$ cat src/rtl/udm_gpio_regs.sv
// udm_gpio_regs: GPIO register slave for the UDM debug bus.
// OUT_CH output registers with set/clear/toggle aliases, IN_CH
// synchronised inputs with sticky edge flags and a maskable irq.
// Ports: clk_i/rst_i (sync, active-high), bus_* UDM slave port
// (ack combinational, resp/rdata one cycle after a read),
// gpio_out_bo packed output channels, gpio_in_bi async pins, irq_o.
module udm_gpio_regs #(
  parameter logic [31:0]      BASE_ADDR   = 32'h0000_0000,
  parameter int               OUT_CH      = 2,
  parameter int               IN_CH       = 2,
  parameter int               OUT_W       = 16,
  parameter int               IN_W        = 16,
  parameter logic [OUT_W-1:0] OUT_RST     = '0,
  parameter int               SYNC_STAGES = 2
) (
  input  logic                    clk_i,
  input  logic                    rst_i,
  input  logic                    bus_req_i,
  input  logic                    bus_we_i,
  input  logic [31:0]             bus_addr_bi,
  input  logic [3:0]              bus_be_bi,
  input  logic [31:0]             bus_wdata_bi,
  output logic                    bus_ack_o,
  output logic                    bus_resp_o,
  output logic [31:0]             bus_rdata_bo,
  output logic [OUT_CH*OUT_W-1:0] gpio_out_bo,
  input  logic [IN_CH*IN_W-1:0]   gpio_in_bi,
  output logic                    irq_o
);

  localparam int ARM_MAX = SYNC_STAGES + 1;
  localparam int AW      = $clog2(ARM_MAX + 1);

  logic [3:0]       ch;
  logic [2:0]       grp;
  logic             in_win;
  logic             wr_en;
  logic             rd_en;
  logic [31:0]      bmask;
  logic [31:0]      wd;
  logic [OUT_W-1:0] m_o;
  logic [OUT_W-1:0] d_o;
  logic [IN_W-1:0]  m_i;
  logic [IN_W-1:0]  d_i;

  logic [OUT_W-1:0] out_q  [OUT_CH];
  logic [OUT_W-1:0] out_d  [OUT_CH];
  logic [IN_W-1:0]  sync_q [IN_CH][SYNC_STAGES];
  logic [IN_W-1:0]  prev_q [IN_CH];
  logic [IN_W-1:0]  edge_q [IN_CH];
  logic [IN_W-1:0]  edge_d [IN_CH];
  logic [IN_W-1:0]  ien_q  [IN_CH];
  logic [IN_W-1:0]  ien_d  [IN_CH];
  logic [IN_CH-1:0] istat;

  logic [AW-1:0]    arm_q;
  logic             armed;
  logic [31:0]      rd_val;
  logic             resp_q;
  logic [31:0]      rdata_q;
  logic             irq_q;
  logic             unused_ok;

  assign ch     = bus_addr_bi[5:2];
  assign grp    = bus_addr_bi[8:6];
  assign in_win = bus_addr_bi[31:9] == BASE_ADDR[31:9];
  assign wr_en  = bus_req_i & bus_we_i & in_win;
  assign rd_en  = bus_req_i & ~bus_we_i;

  assign bmask = {{8{bus_be_bi[3]}}, {8{bus_be_bi[2]}},
                  {8{bus_be_bi[1]}}, {8{bus_be_bi[0]}}};
  assign wd    = bus_wdata_bi & bmask;
  assign m_o   = bmask[OUT_W-1:0];
  assign d_o   = wd[OUT_W-1:0];
  assign m_i   = bmask[IN_W-1:0];
  assign d_i   = wd[IN_W-1:0];

  // Edge flags stay masked until the sync chain has flushed its
  // reset zeros, so pins already high at reset do not flag.
  assign armed = arm_q == AW'(ARM_MAX);

  assign unused_ok = ^{bus_addr_bi[1:0], bmask, wd};

  assign bus_ack_o    = bus_req_i;
  assign bus_resp_o   = resp_q;
  assign bus_rdata_bo = rdata_q;
  assign irq_o        = irq_q;

  always_comb begin
    gpio_out_bo = '0;
    for (int k = 0; k < OUT_CH; k++) begin
      gpio_out_bo[k*OUT_W +: OUT_W] = out_q[k];
    end
  end

  always_comb begin
    for (int k = 0; k < OUT_CH; k++) begin
      out_d[k] = out_q[k];
      if (wr_en && ch == 4'(k)) begin
        unique case (1'b1)
          grp == 3'd0: out_d[k] = (out_q[k] & ~m_o) | d_o;
          grp == 3'd1: out_d[k] = out_q[k] | d_o;
          grp == 3'd2: out_d[k] = out_q[k] & ~d_o;
          grp == 3'd3: out_d[k] = out_q[k] ^ d_o;
          default: ;
        endcase
      end
    end
  end

  // Set beats clear: the detected change is OR-ed in after W1C.
  always_comb begin
    for (int k = 0; k < IN_CH; k++) begin
      edge_d[k] = edge_q[k];
      ien_d[k]  = ien_q[k];
      if (wr_en && ch == 4'(k) && grp == 3'd5) begin
        edge_d[k] = edge_q[k] & ~d_i;
      end
      if (wr_en && ch == 4'(k) && grp == 3'd6) begin
        ien_d[k] = (ien_q[k] & ~m_i) | d_i;
      end
      if (armed) begin
        edge_d[k] = edge_d[k]
                  | (sync_q[k][SYNC_STAGES-1] ^ prev_q[k]);
      end
      istat[k] = |(edge_q[k] & ien_q[k]);
    end
  end

  always_comb begin
    rd_val = '0;
    if (in_win) begin
      unique case (1'b1)
        grp < 3'd4: begin
          for (int k = 0; k < OUT_CH; k++) begin
            if (ch == 4'(k)) rd_val = 32'(out_q[k]);
          end
        end
        grp == 3'd4: begin
          for (int k = 0; k < IN_CH; k++) begin
            if (ch == 4'(k)) begin
              rd_val = 32'(sync_q[k][SYNC_STAGES-1]);
            end
          end
        end
        grp == 3'd5: begin
          for (int k = 0; k < IN_CH; k++) begin
            if (ch == 4'(k)) rd_val = 32'(edge_q[k]);
          end
        end
        grp == 3'd6: begin
          for (int k = 0; k < IN_CH; k++) begin
            if (ch == 4'(k)) rd_val = 32'(ien_q[k]);
          end
        end
        grp == 3'd7: begin
          if (ch == 4'd0) rd_val = 32'(istat);
        end
        default: ;
      endcase
    end
  end

  always_ff @(posedge clk_i) begin
    if (rst_i) begin
      for (int k = 0; k < OUT_CH; k++) begin
        out_q[k] <= OUT_RST;
      end
      for (int k = 0; k < IN_CH; k++) begin
        for (int s = 0; s < SYNC_STAGES; s++) begin
          sync_q[k][s] <= '0;
        end
        prev_q[k] <= '0;
        edge_q[k] <= '0;
        ien_q[k]  <= '0;
      end
      arm_q   <= '0;
      resp_q  <= 1'b0;
      rdata_q <= '0;
      irq_q   <= 1'b0;
    end else begin
      if (!armed) arm_q <= arm_q + AW'(1);
      for (int k = 0; k < OUT_CH; k++) begin
        out_q[k] <= out_d[k];
      end
      for (int k = 0; k < IN_CH; k++) begin
        sync_q[k][0] <= gpio_in_bi[k*IN_W +: IN_W];
        for (int s = 1; s < SYNC_STAGES; s++) begin
          sync_q[k][s] <= sync_q[k][s-1];
        end
        prev_q[k] <= sync_q[k][SYNC_STAGES-1];
        edge_q[k] <= edge_d[k];
        ien_q[k]  <= ien_d[k];
      end
      resp_q  <= rd_en;
      rdata_q <= rd_en ? rd_val : '0;
      irq_q   <= |istat;
    end
  end

endmodule

$ cat config.mk
export PLATFORM = sky130hd
export DESIGN_NAME = udm_gpio_regs
export DESIGN_NICKNAME = d
export VERILOG_FILES = /design/src/rtl/udm_gpio_regs.sv
export SDC_FILE = /design/constraint.sdc
export NUM_CORES = 1
export LEC_CHECK = 0
export BUFFER_PORTS_ARGS = -buffer_cell sky130_fd_sc_hd__buf_2
export CAP_MARGIN = 25
export CORE_MARGIN = 4
export CORE_UTILIZATION = 60
export CTS_CLUSTER_DIAMETER = 100
export CTS_CLUSTER_SIZE = 28
export DETAILED_ROUTE_END_ITERATION = 7
export GPL_TIMING_DRIVEN = 0
export PLACE_DENSITY = 0.85
export SLEW_MARGIN = 20
export SYNTH_ARGS = -nofsm -noshare
export SYNTH_HDL_FRONTEND = slang
export SYNTH_SLANG_ARGS = --single-unit
$ cat constraint.sdc
create_clock -name clk_i -period 5.15 [get_ports clk_i]
set_input_delay 0.2575 -clock clk_i [delete_from_list [all_inputs] [get_ports clk_i]]
set_output_delay 0.2575 -clock clk_i [all_outputs]
set_load 0.01 [all_outputs]
==> impl_metrics.tcl <==
set metrics [dict create \
    status "finished clean" \
    grt_max_degree 29 \
    fin_crit_ps 2030 \
    synth.area.top_cells "dfxtp_1 45%, mux2i_1 11%, nor2b_1 6.8%, a21oi_1 4.4%, ha_1 4.4%" \
    stdcell_area_um2 10700 \
    clk_path_buf_depth 3 \
    hp-class "in -> reg" \
    syn_area_um2 9340 \
    die_height_um 133 \
    p_leak_nw 4.50 \
    antenna_found_initial 0 \
    port_buffers 129 \
    drt_iter0_drc 680 \
    cp_slowest_cell "dlygate4sd3_1" \
    fillers 1208 \
    area_growth_pct 14.3 \
    start_util 0.614 \
    fin_total_pwr_mw 2.89 \
    yosys.cell_types.count 43 \
    holdPathStages 2 \
    drv_slew 0 \
    rows 45 \
    ir_drop_v 0.000279 \
    post-route-util 0.702 \
    post-place-ws_ps 2790 \
    cp_max_fo 10 \
    relSlewSlack 0.339 \
    final_common_cell "dfxtp_1" \
    p_per_area_nw_per_um2 270 \
    crit_buf_inv 4 \
    grt_pass1_vias 7417 \
    reg2regPathDepth 5 \
    n_antenna_cell 0 \
    mostFrequentLayoutCells "212 x dfxtp_1, 136 x buf_2, 107 x nor2_1" \
    yosysTopAreaCell "dfxtp_1" \
    layout.nets 1294 \
    core-area_um2 15200 \
    ys_ff_latch 212 \
    ant_nets 0 \
    worst-path-stages 7 \
    crit_family "buffers and inverters" \
    path_class "in -> reg" \
    cp_cell_sequence "dlygate4sd3_1, buf_2, nor3b_1, and3_1, clkbuf_1, clkbuf_1, o31a_1" \
    numClockSinks 212 \
    drv_cap 0 \
    gp_congestion 0.985 \
    finClkSkew_ps 19.6 \
    place_inst 1321 \
    dp_hpwl_mm 20.3 \
    drc 0 \
    synth_cells 989 \
    cpMostUsedCell "clkbuf_1" \
    overflow 0 \
    grt_pass1_wl_mm 40.8 \
    crit_arrival_ps 2420 \
    drt-pass1-iter-count 5 \
    tritoncts "built" \
    grtUsageTotal 0.292 \
    drive_above_1_share 0.157 \
    seq_area_frac_synth 0.454 \
    hold_violations 0 \
    max_stage_delay_ps 540 \
    dieArea_um2 17600 \
    avgSynthCellArea_um2 9.44 \
    vias_per_cell 5.71 \
    period_share 0.393 \
    wirelength_mm 26.3 \
    numCtsBuffers 11 \
    h-tree-depth 1 \
    yosysTopAreaCellShare 0.454 \
    clk_latency_ps 460 \
    post_cts_resized 0 \
    wl_per_cell_um 19.6 \
    fin_setup_tns_ps 0 \
    yosysWarningCount 0 \
    start_kind "input port" \
    pin_count 171 \
    die_x_um 133 \
    root_buffer "clkbuf_16" \
    tightest_slew_ps 992 \
    whs_ps 4.95 \
    setup_viol_count_final 0 \
    layout_setup_ws_ps 3120 \
    critPathRequiredTime_ps 5540 \
    end_kind "register" \
    vias 7669 \
    rsz0062_at_grt "false" \
    final_cells 1344 \
    placed_area_um2 10300 \
    max_freq_ghz 0.494 \
    clk_pin_slew_ps 100 \
]
==> registers in the layout (all words and copies together), names as in the netlist <==
register,cells
arm_q,2
bus_rdata_bo,16
bus_resp_o,1
edge_q,32
ien_q,32
irq_o,1
out_q,32
prev_q,32
sync_q,64
==> repair_timing <==
item | CTS | global route
endpoints found under the hold margin | 10 | 1
setup buffers | 0 | 0
hold buffers | 10 | 1
==> report_power, final <==
part,internal (mW),leakage (nW),switching [mW]
registers,1.68,1.72,0.0240
logic,0.114,2.63,0.171
clock network,0.393,0.142,0.506
total,2.19,4.50,0.701
==> routing by layer <==
| layer | track usage | wire length [um] | vias up |
|---|---|---|---|
| met2 | 0.505 | 12800 | 375 |
| li1 | - | - | 3717 |
| met4 | 0.0918 | 799 | 0 |
| met1 | 0.376 | 10800 | 3514 |
| met5 | 0 | 0 | - |
| met3 | 0.0437 | 1980 | 63 |
==> final timing paths <==
kind | start | slack [ps] | to
worst min-delay path | gpio_in_bi[24] | 5 | sync_q[1][24]
worst max register to register | edge_q[0][13] | 3480 | bus_rdata_bo[0]
worst max-delay path | bus_we_i | 3120 | bus_rdata_bo[7]
worst min register to register | sync_q[0][18] | 430 | sync_q[0][2]
==> layout make-up <==
type	count	area, um^2	share of cell area
Sequential cell	212	4240	0.397
Timing Repair Buffer	140	756	0.0708
Clock inverter	1	16.3	0.00152
Clock buffer	11	275	0.0258
Inverter	10	37.5	0.00351
Tap cell	188	235	0.0220
Multi-Input combinational cell	707	4760	0.446
Buffer	75	354	0.0332
==> synth_stat cells <==
master       n
a21oi_1     83
a221oi_1     8
a22o_1       8
and2_1       4
and3_1       1
and3b_1      1
and4_1       2
and4_2       1
buf_1        9
buf_2        7
buf_4       17
clkbuf_1    42
conb_1       1
dfxtp_1    212
ha_1        33
inv_1       10
mux2i_1    101
mux4_2       2
nand2_1     67
nand2_2      1
nand2b_1     4
nand3_1      2
nand4_1      5
nand4_4      1
nor2_1     107
nor2b_1    101
nor3_1       5
nor3_2       1
nor3_4       2
nor3b_1      1
nor4_1       4
nor4_2       1
nor4_4       5
o21ai_0     39
o21ai_1     10
o221ai_1     1
o22ai_1     15
o2bb2ai_1   24
o31a_1      15
o31a_2       1
or3b_2       1
or4b_4       1
xor2_1      33
==> logic make-up (layout without fill, tap and decap cells) <==
family	count (synthesis)	after routing	share of synthesized area
buffers and inverters	85	237	0.0419
adder cells (fa/ha/maj)	33	33	0.0442
XOR/XNOR	33	33	0.0309
other	1	16	0.000401
multiplexers	103	103	0.113
flip-flops	212	212	0.454
AND/OR/NAND/NOR	318	318	0.181
AO/OA/AOI/OAI	204	204	0.134
(Power assumes the default switching activity.)
